[config.mk]
export PLATFORM = sky130hd
export DESIGN_NAME = rx_sync_ctrl
export DESIGN_NICKNAME = d
export VERILOG_FILES = /design/src/rtl/phy_rx_pkg.sv /design/src/rtl/rx_sync_ctrl.sv
export SDC_FILE = /design/constraint.sdc
export NUM_CORES = 1
export LEC_CHECK = 0
export CORE_AREA = 2 2 88 90
export DETAILED_ROUTE_END_ITERATION = 12
export DIE_AREA = 0 0 90 92
export HOLD_SLACK_MARGIN = 0.08
export PLACE_DENSITY = 0.48
export SYNTH_ARGS = -nofsm -noshare
export SYNTH_HDL_FRONTEND = slang
export SYNTH_SLANG_ARGS = --single-unit
[constraint.sdc]
create_clock -name clk_f -period 3.23 [get_ports clk_f]
set_clock_uncertainty 0.1 [all_clocks]
set_input_delay 0.646 -clock clk_f [delete_from_list [all_inputs] [get_ports clk_f]]
set_output_delay 0.646 -clock clk_f [all_outputs]
set_load 0.05 [all_outputs]
[src/rtl/phy_rx_pkg.sv]
// Shared receive-path definitions: comma character, alignment FSM states and
// a saturating counter helper.
package phy_rx_pkg;

    localparam logic [7:0] COMMA_DEF = 8'hBC;

    typedef enum logic [1:0] {
        HUNT     = 2'd0,
        SETTLE_W = 2'd1,
        CHECK    = 2'd2,
        SYNC     = 2'd3
    } rx_state_t;

    function automatic logic [7:0] sat_inc8(input logic [7:0] v);
        return (v == 8'hFF) ? v : v + 8'd1;
    endfunction

endpackage

[src/rtl/rx_sync_ctrl.sv]
// Lane alignment controller: hunts for commas, requests bit-slips until they
// land on the byte boundary, then forwards data bytes with commas stripped.
module rx_sync_ctrl
    import phy_rx_pkg::*;
#(
    parameter logic [7:0] COMMA     = COMMA_DEF,
    parameter int         COMMA_REQ = 4,
    parameter int         HUNT_LEN  = 8,
    parameter int         SETTLE    = 2,
    parameter int         MAX_GAP   = 32
) (
    input  logic       clk_f,
    input  logic       reset,
    input  logic [7:0] byte_in,
    input  logic       byte_en,
    input  logic       force_resync,
    output logic [7:0] data_out,
    output logic       valid_out,
    output logic       sync,
    output logic       slip,
    output logic [1:0] state_dbg,
    output logic [7:0] loss_cnt
);

    localparam int HW = $clog2(HUNT_LEN) + 1;
    localparam int CW = $clog2(COMMA_REQ) + 1;
    localparam int SW = $clog2(SETTLE) + 1;
    localparam int GW = $clog2(MAX_GAP) + 1;

    // Valid/ready: there is no backpressure; valid_out qualifies data_out for
    // exactly one cycle and the link layer must accept it on that cycle.

    rx_state_t     state, state_n;
    logic [HW-1:0] hunt_cnt, hunt_n;
    logic [CW-1:0] comma_cnt, comma_n;
    logic [SW-1:0] settle_cnt, settle_n;
    logic [GW-1:0] gap_cnt, gap_n;
    logic [7:0]    data_n, loss_n;
    logic          valid_n, slip_n;
    logic          is_comma;

    assign is_comma  = (byte_in == COMMA);
    assign sync      = (state == SYNC);
    assign state_dbg = state;

    always_comb begin
        state_n  = state;
        hunt_n   = hunt_cnt;
        comma_n  = comma_cnt;
        settle_n = settle_cnt;
        gap_n    = gap_cnt;
        data_n   = data_out;
        loss_n   = loss_cnt;
        valid_n  = 1'b0;
        slip_n   = 1'b0;

        if (force_resync) begin
            state_n  = HUNT;
            hunt_n   = '0;
            comma_n  = '0;
            settle_n = '0;
            gap_n    = '0;
            if (state == SYNC) loss_n = sat_inc8(loss_cnt);
        end else begin
            case (state)
                HUNT: if (byte_en) begin
                    if (is_comma) begin
                        hunt_n = '0;
                        if (COMMA_REQ == 1) begin
                            state_n = SYNC;
                            gap_n   = '0;
                        end else begin
                            state_n = CHECK;
                            comma_n = CW'(1);
                        end
                    end else if (hunt_cnt == HW'(HUNT_LEN - 1)) begin
                        state_n  = SETTLE_W;
                        slip_n   = 1'b1;
                        hunt_n   = '0;
                        settle_n = '0;
                    end else begin
                        hunt_n = hunt_cnt + HW'(1);
                    end
                end
                // The deserializer output is garbage while the boundary moves,
                // so this wait runs on clk_f regardless of byte_en.
                SETTLE_W: begin
                    if (settle_cnt == SW'(SETTLE - 1)) begin
                        state_n  = HUNT;
                        settle_n = '0;
                        hunt_n   = '0;
                    end else begin
                        settle_n = settle_cnt + SW'(1);
                    end
                end
                CHECK: if (byte_en) begin
                    if (is_comma) begin
                        if (comma_cnt == CW'(COMMA_REQ - 1)) begin
                            state_n = SYNC;
                            comma_n = '0;
                            gap_n   = '0;
                        end else begin
                            comma_n = comma_cnt + CW'(1);
                        end
                    end else begin
                        state_n = HUNT;
                        comma_n = '0;
                        hunt_n  = HW'(1);
                    end
                end
                SYNC: if (byte_en) begin
                    if (is_comma) begin
                        gap_n = '0;
                    end else if (gap_cnt < GW'(MAX_GAP)) begin
                        data_n  = byte_in;
                        valid_n = 1'b1;
                        gap_n   = gap_cnt + GW'(1);
                    end else begin
                        state_n = HUNT;
                        gap_n   = '0;
                        hunt_n  = '0;
                        loss_n  = sat_inc8(loss_cnt);
                    end
                end
                default: state_n = HUNT;
            endcase
        end
    end

    always_ff @(posedge clk_f) begin
        if (!reset) begin
            state      <= HUNT;
            hunt_cnt   <= '0;
            comma_cnt  <= '0;
            settle_cnt <= '0;
            gap_cnt    <= '0;
            data_out   <= '0;
            valid_out  <= 1'b0;
            slip       <= 1'b0;
            loss_cnt   <= '0;
        end else begin
            state      <= state_n;
            hunt_cnt   <= hunt_n;
            comma_cnt  <= comma_n;
            settle_cnt <= settle_n;
            gap_cnt    <= gap_n;
            data_out   <= data_n;
            valid_out  <= valid_n;
            slip       <= slip_n;
            loss_cnt   <= loss_n;
        end
    end

endmodule
[Word-level counts from Yosys, hierarchy flattened]
Index checks and enable logic that the tools add are counted.
W data, S select, Z words.
Storage, ports and cells
  output and inout port bits: 21
  bits in registers: 35
  word-level logic and storage cells: 108
Operators by class
  equality and inequality tests: 24
  magnitude comparators: 1
  multiplexer cells: 48
  $add $sub $neg: 5
  reduce and logical (&&, ||, !) cells: 15
  bitwise gates (word level): 6
Operator list (number)
  $mux W8: 7
  $mux W4: 9
  $mux W6: 6
  $mux W2: 14
  $ne A2 B2 Y1 const B: 14
  $eq A8 B8 Y1 const B: 2
  $pmux W4 S4: 1
  $mux W3: 5
  $pmux W6 S2: 1
  $reduce_and A4 Y1: 3
  $reduce_and A5 Y1: 2
  $reduce_or A5 Y1: 2
  $add A8 B1 Y8 const B: 1
  $pmux W2 S4: 1
  $reduce_and A8 Y1: 1
  $reduce_bool A2 Y1: 4
  $reduce_and A7 Y1: 1
  $add A6 B1 Y6 const B: 1
  $lt A6 B6 Y1 const B: 1
  $ne A3 B3 Y1 const B: 2
  $not A1 Y1: 6
  $pmux W3 S2: 1
  $add A4 B1 Y4 const B: 1
  $eq A2 B1 Y1 const B: 2
  9 further kinds: 11

[Logic depth before layout (Yosys ltp)]
Gate-level depths: netlist of the first run.
  depth after elaboration: 7
  gate-level depth with buffers: 7

[Least setup slack after synthesis of the first run]
No wires, ideal clock.
  path kind: register to register
  from: register state[0], in the netlist state_dbg[0]
  to: register loss_cnt[5]
  arrival time: 1.933 ns
  clock period less this slack: 2.148 ns
  path buffers: 2
  setup slack: 1.082 ns
  stages on the path, launching flop included: 7
  cell sequence: dfxtp_1 > buf_2 > and2_2 > o211ai_4 > buf_6 > o31a_1 > o21a_1
On the way
  word-level cells in the longest chain between the ends: 2
RTL lines
  start: declaration: RTL line rx_sync_ctrl.sv:33  | rx_state_t state, state_n;
  start signal: assignment: RTL line rx_sync_ctrl.sv:142  | state <= state_n;
  $eq A2 B2 Y1
  named net sync: RTL line rx_sync_ctrl.sv:19  | output logic sync,
  $reduce_and A4 Y1 (no line)
  end signal: assignment: RTL line rx_sync_ctrl.sv:150  | loss_cnt <= loss_n;
  end: declaration: RTL line rx_sync_ctrl.sv:22  | output logic [7:0] loss_cnt
The timed path passes the listed nets, and every way through them passes these cells.
A chain may end at the register's enable or synchronous reset.

[Worst setup path after layout of the first run]
  from: register state[0], in the netlist state_dbg[0]
  to: output sync
On the way
  word-level cells in the longest chain between the ends: 1
RTL lines
  $eq A2 B2 Y1: RTL line rx_sync_ctrl.sv:43  | assign sync = (state == SYNC);
  end: declaration: RTL line rx_sync_ctrl.sv:19
No other way between the ends.

==> flow_metrics.tcl, run 1 <==
set metrics [dict create \
    outcome "finished, final reports clean" \
    hpwlAfterDp_um 3006 \
    io_buffers 32 \
    grt_max_degree 19 \
    vias 1520 \
    num-fill-cells 820 \
    end_kind "output port" \
    crit_path_top_delay_cell "clkdlybuf4s50_1" \
    grt_pass1_wl_um 7051 \
    dieHeight_um 92 \
    period_minus_slack_ns 2.414 \
    r2r_setup_slack_ns 1.33 \
    ys_seq_elements 35 \
    fin_util_pct 30.98 \
    crit_arrival_ns 1.67 \
    pin_count 33 \
    synth_edf_count 0 \
    total_power_uw 840.3 \
    postRouteWirelength_um 4146 \
    detailedPlace.worstSlack_ns 0.5892 \
    firstDrtPassIters 4 \
    hold_end "comma_cnt[2]" \
    cp_cell_sequence "and2_2, clkdlybuf4s50_1" \
    tightest_slew_ns 0.5118 \
    numCtsBuffers 5 \
    r2r_cells 6 \
    numClockSinks 35 \
    tns_ns 0 \
    die_w_um 90 \
    dieArea_sq_um 8280 \
    antenna_found_initial 0 \
    start_util_pct 23.84 \
    path_class "flip-flop to output port" \
    cp.required_ns 2.48 \
    cts_setup_buffers 0 \
    powerDensity_nw_per_um2 364.2 \
    hold_viol_final 0 \
    slew_headroom_pct 65.77 \
    antennaDiodeCount 0 \
    synth_ff_type "dfxtp_1" \
    dpl_cell_area_sq_um 2207 \
    cts_root_buf "clkbuf_8" \
    critical_path_peak_fanout 2 \
    ant_nets 0 \
    min_period_over_period_pct 74.74 \
    wl_per_cell_um 12.56 \
    area_growth_pct 29.95 \
    place_congestion 0.7800 \
    clkTransAtPathRegs_ns 0.07 \
    start_kind "flip-flop" \
    synth.area.top_cells "dfxtp_1 39%, mux2i_1 5.1%, nor2b_1 3.9%" \
    synthDominantCellAreaShare_pct 39.46 \
    yosys_warnings 0 \
    finalNetCount 243 \
    coreArea_sq_um 7447 \
    syn_area_sq_um 1775 \
    yosysUniqueCellTypes 53 \
    synth_cells 192 \
    grt_pass1_vias 1418 \
    grt.overflow.total 0 \
    drive_gt1_share_pct 10.96 \
    layout_setup_ws_ns 0.8159 \
    cts_tree "built" \
    ir_worst_vdd_mv 0.1152 \
    holdBufCountCts 0 \
    synth_area_per_cell_sq_um 9.247 \
    yosysSeqAreaShare_pct 39.46 \
    cts.repair.resized 0 \
    final_area_sq_um 2307 \
    hp-start "comma_cnt[2]" \
    synthArstFlopShare_pct 0 \
    rsz0062_at_grt "no" \
    first_iter_violations 49 \
    slew_violations 0 \
    min_path_cells 2 \
    crit_buf_inv 1 \
    h-tree-depth 2 \
    setup_viol 0 \
    syn_nets 208 \
    clock_path_buffers 2 \
    cp_top_family "buffers and inverters" \
    timing.fmax_mhz 414.2 \
    insertion_delay_ns 0.28 \
    yosysTopAreaCell "dfxtp_1" \
    route.detailed.drc 0 \
    grt.total_usage_pct 10.48 \
    critPathMaxStageDelay_ns 0.82 \
    rr_startpoint "state_dbg[1]" \
    reg2reg_to "data_out[4]" \
    p_leak_nw 0.7680 \
    fp-row-count 32 \
    vias_per_cell 4.606 \
    cap_viol_max_count 0 \
    hp-class "flip-flop to flip-flop" \
]
[worst max-delay path by stage]
stage | depth (start not counted) | from | endpoint
floorplan | 6 | state_dbg[0] | loss_cnt[5]
global placement | 6 | byte_in[0] | data_out[5]
detailed placement | 6 | byte_in[0] | data_out[3]
CTS | 2 | state_dbg[0] | sync
global route | 6 | byte_in[0] | data_out[2]
finish | 2 | state_dbg[0] | sync
[layout make-up]
class / count / area, sq um / share of cell area [%]
Multi-Input combinational cell: 143 / 1002 / 43.44
Sequential cell: 35 / 700.7 / 30.37
Timing Repair Buffer: 37 / 357.8 / 15.51
Clock buffer: 8 / 100.1 / 4.338
Tap cell: 102 / 127.6 / 5.531
Inverter: 5 / 18.77 / 0.8135
[worst min-delay path, delay by kind of cell (launching register included)]
kind	cells	cell delay (ns)
simple gates	2	0.08
flops	1	0.31
[stage by stage]
stage                     std cells  hold slack, ns
after floorplan                 192          0.3046
after global placement          322          0.3112
after detailed placement        322          0.3227
after CTS                       330          0.3331
after global routing            330          0.3430
final                           330          0.3263
[metal layers]
layer  global-route usage, %  part of all wire (%)  vias up  routed length [um]
met3                   2.629                   4.2        5                 176
met1                   14.56                    52      706                2140
met5                       0                     0        -                   0
met4                   4.231                   1.9        0                  77
met2                   15.48                    42       35                1752
li1                        -                     -      774                   -
[registers in the layout, summed over array words and instances, names as in the netlist]
| register | cells |
|---|---|
| data_out | 8 |
| hunt_cnt | 4 |
| loss_cnt | 8 |
| settle_cnt | 2 |
| state_dbg | 2 |
| valid_out | 1 |
| comma_cnt | 3 |
| slip | 1 |
| gap_cnt | 6 |
[Yosys cell counts (2+ instances only)]
cell,instances
dfxtp_1,35
nand2_1,13
nand3_1,11
nor2b_1,11
o21ai_0,11
mux2i_1,9
a21oi_1,7
nor2_1,7
or3_1,7
o21ai_1,6
a21boi_1,5
inv_1,5
ha_1,4
nand2b_1,4
a31oi_1,3
and3_1,3
buf_2,3
clkbuf_1,3
nor3_1,3
a211oi_1,2
a21oi_4,2
a31o_1,2
and3b_1,2
buf_6,2
nand3b_1,2
nand4_1,2
o31ai_1,2
[layout by cell type (no fill, tap or decap), drive strengths merged, types with 8 or more instances in the layout]
cell type       n
a21oi          10
clkbuf          8
clkdlybuf4s50  32
dfxtp          35
mux2i           9
nand2          13
nand3          11
nor2            8
nor2b          11
o21ai          17
[cell families after synthesis]
kind of cell / share of synthesized area (%)
AND/OR/NAND/NOR: 26.64
AO/OA/AOI/OAI: 21.42
flip-flops: 39.46
buffers and inverters: 4.087
multiplexers: 5.074
adder cells (fa/ha/maj): 2.819
XOR/XNOR: 0.4934
[report_power, final]
group / switching [mW] / total, mW / leakage [nW] / internal [mW]
clock: 0.155 / 0.350 / 0.0515 / 0.195
combinational: 0.0292 / 0.0563 / 0.434 / 0.0271
sequential: 0.00117 / 0.434 / 0.282 / 0.433
total: 0.186 / 0.840 / 0.768 / 0.655
No activity file was read; power rests on OpenSTA's default activity.
==> run 2: changes to the inputs <==
==> constraint.sdc (replaced) <==
create_clock -name clk_f -period 2.3 [get_ports clk_f]
set_clock_uncertainty 0.1 [all_clocks]
set_input_delay 0.46 -clock clk_f [delete_from_list [all_inputs] [get_ports clk_f]]
set_output_delay 0.46 -clock clk_f [all_outputs]
set_load 0.05 [all_outputs]
==> run 2 against run 1 <==
Compared with the run above:
- core utilization up 0.67 points
- non-clock buffer count increased by 8
- die area unchanged
- worst hold slack hardly changed
- critical path depth decreased by 1
- setup slack lost 0.63 ns
- first-iteration DRC count increased by 110%
- critical path type unchanged
- critical endpoint is now loss_cnt[0]
==> flow_metrics.tcl, run 2 (synthesized netlist as in run 1, its figures left out) <==
set metrics [dict create \
    dieArea_sq_um 8280 \
    min_period_over_period_pct 92.06 \
    first_iter_violations 105 \
    firstDrtPassIters 4 \
    slew_violations 0 \
    vias_per_cell 4.560 \
    hpwlAfterDp_um 3073 \
    tns_ns 0 \
    cts.repair.resized 0 \
    tightest_slew_ns 0.5033 \
    start_util_pct 23.84 \
    crit_path_top_delay_cell "clkdlybuf4s50_1" \
    antenna_found_initial 0 \
    crit_buf_inv 1 \
    finalNetCount 251 \
    period_minus_slack_ns 2.117 \
    cp-startpoint "loss_cnt[0]" \
    pin_count 33 \
    grt.overflow.total 0 \
    grt_pass1_vias 1394 \
    critPathMaxStageDelay_ns 0.84 \
    num-fill-cells 808 \
    end_kind "output port" \
    path_class "flip-flop to output port" \
    wl_per_cell_um 12.33 \
    ir_worst_vdd_mv 0.2163 \
    layout_commonest_cell "dfxtp_1" \
    die_w_um 90 \
    top_regs "data_out (8), loss_cnt (8), gap_cnt (6)" \
    place_congestion 0.7343 \
    fp-row-count 32 \
    rsz0062_at_grt "no" \
    grt.total_usage_pct 10.32 \
    coreArea_sq_um 7447 \
    ant_nets 0 \
    powerDensity_nw_per_um2 466.9 \
    clkTransAtPathRegs_ns 0.07 \
    hold_viol_final 0 \
    vias 1532 \
    cts_setup_buffers 0 \
    stdcell_count 336 \
    slew_headroom_pct 66.34 \
    cp_cell_sequence "clkdlybuf4s50_1" \
    numClockSinks 35 \
    total_power_mw 1.101 \
    route.detailed.drc 0 \
    start_kind "flip-flop" \
    setup_viol 0 \
    grt_pass1_wl_um 6906 \
    cp_top_family "buffers and inverters" \
    outcome "finished, final reports clean" \
    insertion_delay_ns 0.28 \
    io_buffers 32 \
    grt_max_degree 19 \
    rr_startpoint "state_dbg[0]" \
    cp.required_ns 1.74 \
    cts_root_buf "clkbuf_8" \
    critical_path_peak_fanout 5 \
    postRouteWirelength_um 4143 \
    holdBufCountCts 0 \
    cts_tree "built" \
    p_leak_nw 0.8053 \
    antennaDiodeCount 0 \
    dpl_cell_area_sq_um 2285 \
    clock_path_buffers 2 \
    dieHeight_um 92 \
    h-tree-depth 2 \
    r2r_setup_slack_ns 0.54 \
    dp_cells 330 \
    drive_gt1_share_pct 14.53 \
    fin_hold_ws_ns 0.3265 \
    crit_arrival_ns 1.56 \
    numCtsBuffers 5 \
    layout_common_cells "35 x dfxtp_1, 29 x clkdlybuf4s50_1, 14 x buf_4" \
    hp-class "flip-flop to flip-flop" \
    cap_viol_max_count 0 \
    hp-start "comma_cnt[2]" \
    area_growth_pct 32.77 \
    final_area_sq_um 2357 \
    timing.fmax_mhz 472.3 \
]
[run 2: final cells by class]
cell class                 count  area, sq um  area share (%)
clock buffer                   6        72.57           3.079
sequential                    35        700.7           29.72
inverter                       5        18.77          0.7962
multi-input combinational    143         1002           42.52
tap                          102        127.6           5.414
timing repair buffer          45        435.4           18.47
[run 2: power by group]
group,switching [mW],internal (mW)
registers,0.00292,0.608
logic,0.0393,0.0398
clock network,0.209,0.202
total,0.251,0.850
[run 2: path summary, 6_finish.rpt]
| path | end | depth (start not counted) |
|---|---|---|
| setup / recovery | loss_cnt[0] | 1 |
| hold / removal | comma_cnt[2] | 2 |
| setup reg to reg | hunt_cnt[3] | 5 |
| hold reg to reg | comma_cnt[2] | 2 |
[run 2: routing by layer]
metal,track usage (%),wire [um],vias to the layer above
met5,0,0,-
met1,13.85,2079,702
met3,3.040,167,7
li1,-,-,791
met2,15.48,1812,32
met4,4.231,84,0
[run 2: stage by stage]
stage          worst slack (ns)  utilization [%]
2_1_floorplan            0.1521                -
6_report                 0.1826            31.65
4_1_cts                  0.1577            31.65
3_3_place_gp           -0.03190            30.68
3_5_place_dp           -0.02099            30.68
5_1_grt                  0.1183            31.65
==> run 3: changes to the inputs <==
--- a/config.mk
+++ b/config.mk
@@ -5,9 +5,10 @@
 export SDC_FILE = /design/constraint.sdc
 export NUM_CORES = 1
 export LEC_CHECK = 0
-export CORE_AREA = 2 2 88 90
+export ABC_AREA = 1
+export CORE_AREA = 2 2 89 91
 export DETAILED_ROUTE_END_ITERATION = 12
-export DIE_AREA = 0 0 90 92
+export DIE_AREA = 0 0 91 93
 export HOLD_SLACK_MARGIN = 0.08
 export PLACE_DENSITY = 0.48
 export SYNTH_ARGS = -nofsm -noshare
==> run 3 against run 2 <==
Compared with the run above:
- via count increased by 22%
- sequential cell count stayed put
- sequential share of layout area down 1.2 points
- first-iteration DRC count fell by 36%
- core utilization is 0.96 points higher
- global-route usage rose by 1.4 points
- largest cell class unchanged
- largest power group unchanged
==> flow_metrics.tcl, run 3 <==
set metrics [dict create \
    firstDrtPassIters 4 \
    grt.total_usage_pct 11.74 \
    synthArstFlopShare_pct 0 \
    setup_viol 0 \
    end_kind "output port" \
    numCtsBuffers 5 \
    vias 1867 \
    final-seq-area_sq_um 700.7 \
    synthDominantCellAreaShare_pct 38.23 \
    p_leak_nw 0.9947 \
    cts_root_buf "clkbuf_8" \
    hpwlAfterDp_um 3726 \
    cp_top_family "buffers and inverters" \
    period_minus_slack_ns 2.172 \
    grt_pass1_vias 1817 \
    p_clk_share_pct 46.2 \
    antennaDiodeCount 0 \
    fp-row-count 32 \
    hp-class "flip-flop to flip-flop" \
    pin_count 33 \
    reg2reg_to "loss_cnt[0]" \
    seq_power_share_pct 48.1 \
    ant_nets 0 \
    cp.required_ns 1.74 \
    dieArea_sq_um 8463 \
    fin_util_pct 32.61 \
    num-fill-cells 869 \
    route.detailed.drc 0 \
    tns_ns 0 \
    numClockSinks 35 \
    cts_tree "built" \
    clock_path_buffers 2 \
    syn_area_sq_um 1833 \
    grt_pass1_wl_um 8093 \
    critical_path_peak_fanout 7 \
    yosysMostFrequentCell "nand2_1" \
    synth_edf_count 0 \
    slew_headroom_pct 65.75 \
    synth_area_per_cell_sq_um 6.387 \
    start_util_pct 24.35 \
    powerDensity_nw_per_um2 515.3 \
    r2r_setup_slack_ns 0.53 \
    multi_input_area_sq_um 958.4 \
    finalNetCount 349 \
    top_regs "data_out (8), loss_cnt (8), gap_cnt (6)" \
    cts.repair.resized 0 \
    min_period_over_period_pct 94.43 \
    switchingPower_uw 273.5 \
    insertion_delay_ns 0.29 \
    grt.overflow.total 0 \
    critPathMaxStageDelay_ns 0.85 \
    ir_worst_vdd_mv 0.2060 \
    layout_common_cells "80 x nand2_1, 42 x nor2_1, 38 x inv_1" \
    hold_end "settle_cnt[1]" \
    crit_arrival_ns 1.61 \
    drive_gt1_share_pct 9.581 \
    io_buffers 32 \
    coreArea_sq_um 7527 \
    start_kind "flip-flop" \
    min_path_cells 2 \
    hp-start "settle_cnt[1]" \
    wl_per_cell_um 11.12 \
    final_area_sq_um 2455 \
    internal-power_uw 991.5 \
    ys_seq_elements 35 \
    dieHeight_um 93 \
    place_congestion 0.8392 \
    postRouteWirelength_um 4848 \
    synth_ff_type "dfxtp_1" \
    slew_violations 0 \
    total_power_mw 1.265 \
    cts_setup_buffers 0 \
    crit_buf_inv 1 \
    outcome "finished, final reports clean" \
    yosysTopAreaCell "dfxtp_1" \
    layout_commonest_cell "nand2_1" \
    vias_per_cell 4.282 \
    holdBufCountCts 0 \
    cp_cell_sequence "clkdlybuf4s50_1" \
    clkTransAtPathRegs_ns 0.08 \
    yosys_warnings 0 \
    yosys-top-cells-count "80 x nand2_1, 42 x nor2_1, 38 x inv_1, 35 x dfxtp_1, 30 x nand3_1" \
    tightest_slew_ns 0.5122 \
    yosysSeqAreaShare_pct 38.23 \
    rr_startpoint "loss_cnt[0]" \
    area_growth_pct 33.92 \
    die_w_um 91 \
    grt_max_degree 14 \
    rsz0062_at_grt "no" \
    synth_cells 287 \
    yosysUniqueCellTypes 23 \
    synth.area.top_cells "dfxtp_1 38%, nand2_1 16%, nor2_1 8.6%" \
    antenna_found_initial 0 \
    p_comb_share_pct 5.8 \
    syn_nets 303 \
    path_class "flip-flop to output port" \
    h-tree-depth 2 \
    dpl_cell_area_sq_um 2337 \
    first_iter_violations 67 \
    crit_path_top_delay_cell "clkdlybuf4s50_1" \
    cap_viol_max_count 0 \
    p_sw_share_pct 21.62 \
    hold_viol_final 0 \
    timing.fmax_mhz 460.4 \
    r2r_cells 8 \
]
run 3: power groups by stage:
stage	sequential, mW	combinational, mW	clock, mW
floorplan	0.622	0.0308	0
global placement	0.622	0.0737	0
detailed placement	0.623	0.0735	0
CTS	0.608	0.0733	0.602
global route	0.608	0.0805	0.624
finish	0.608	0.0728	0.584
run 3: logic make-up after synthesis:
kind of cell	Yosys count	synth area share, %
xor+xnor	2	0.9558
fa+ha+maj	4	2.730
flops	35	38.23
compound gates	26	7.304
buf+inv	45	9.488
simple gates	175	41.30
run 3: final cells by class:
cell class	count	area share [%]
Tap cell	102	5.199
Clock inverter	2	1.427
Multi-Input combinational cell	207	39.04
Sequential cell	35	28.54
Inverter	42	6.422
Timing Repair Buffer	42	16.00
Clock buffer	6	3.364
run 3: layer usage:
metal	wire, um	global-route usage, %	vias to the layer above
li1	-	-	1000
met1	2422	15.35	839
met2	2231	19.57	24
met3	163	2.981	4
met4	31	2.652	0
met5	0	0	-
run 3: how the worst max path moves through the flow:
stage	start	endpoint	slack (ns)	depth (start not counted)
2_1_floorplan	state_dbg[1]	hunt_cnt[2]	0.24	7
3_3_place_gp	byte_in[4]	comma_cnt[2]	0.12	9
3_5_place_dp	byte_in[4]	comma_cnt[2]	0.09	9
4_1_cts	state_dbg[1]	state_dbg[1]	0.12	1
5_1_grt	state_dbg[0]	state_dbg[0]	0.09	1
6_report	state_dbg[1]	state_dbg[1]	0.13	1
run 3: per-stage QoR:
stage,hold WS [ns],setup WS (ns),cells
5_1_grt,0.3757,0.08932,436
3_5_place_dp,0.3405,0.08604,428
4_1_cts,0.3527,0.1158,436
2_1_floorplan,0.3149,0.2356,287
6_report,0.3514,0.1282,436
3_3_place_gp,0.3330,0.1219,428
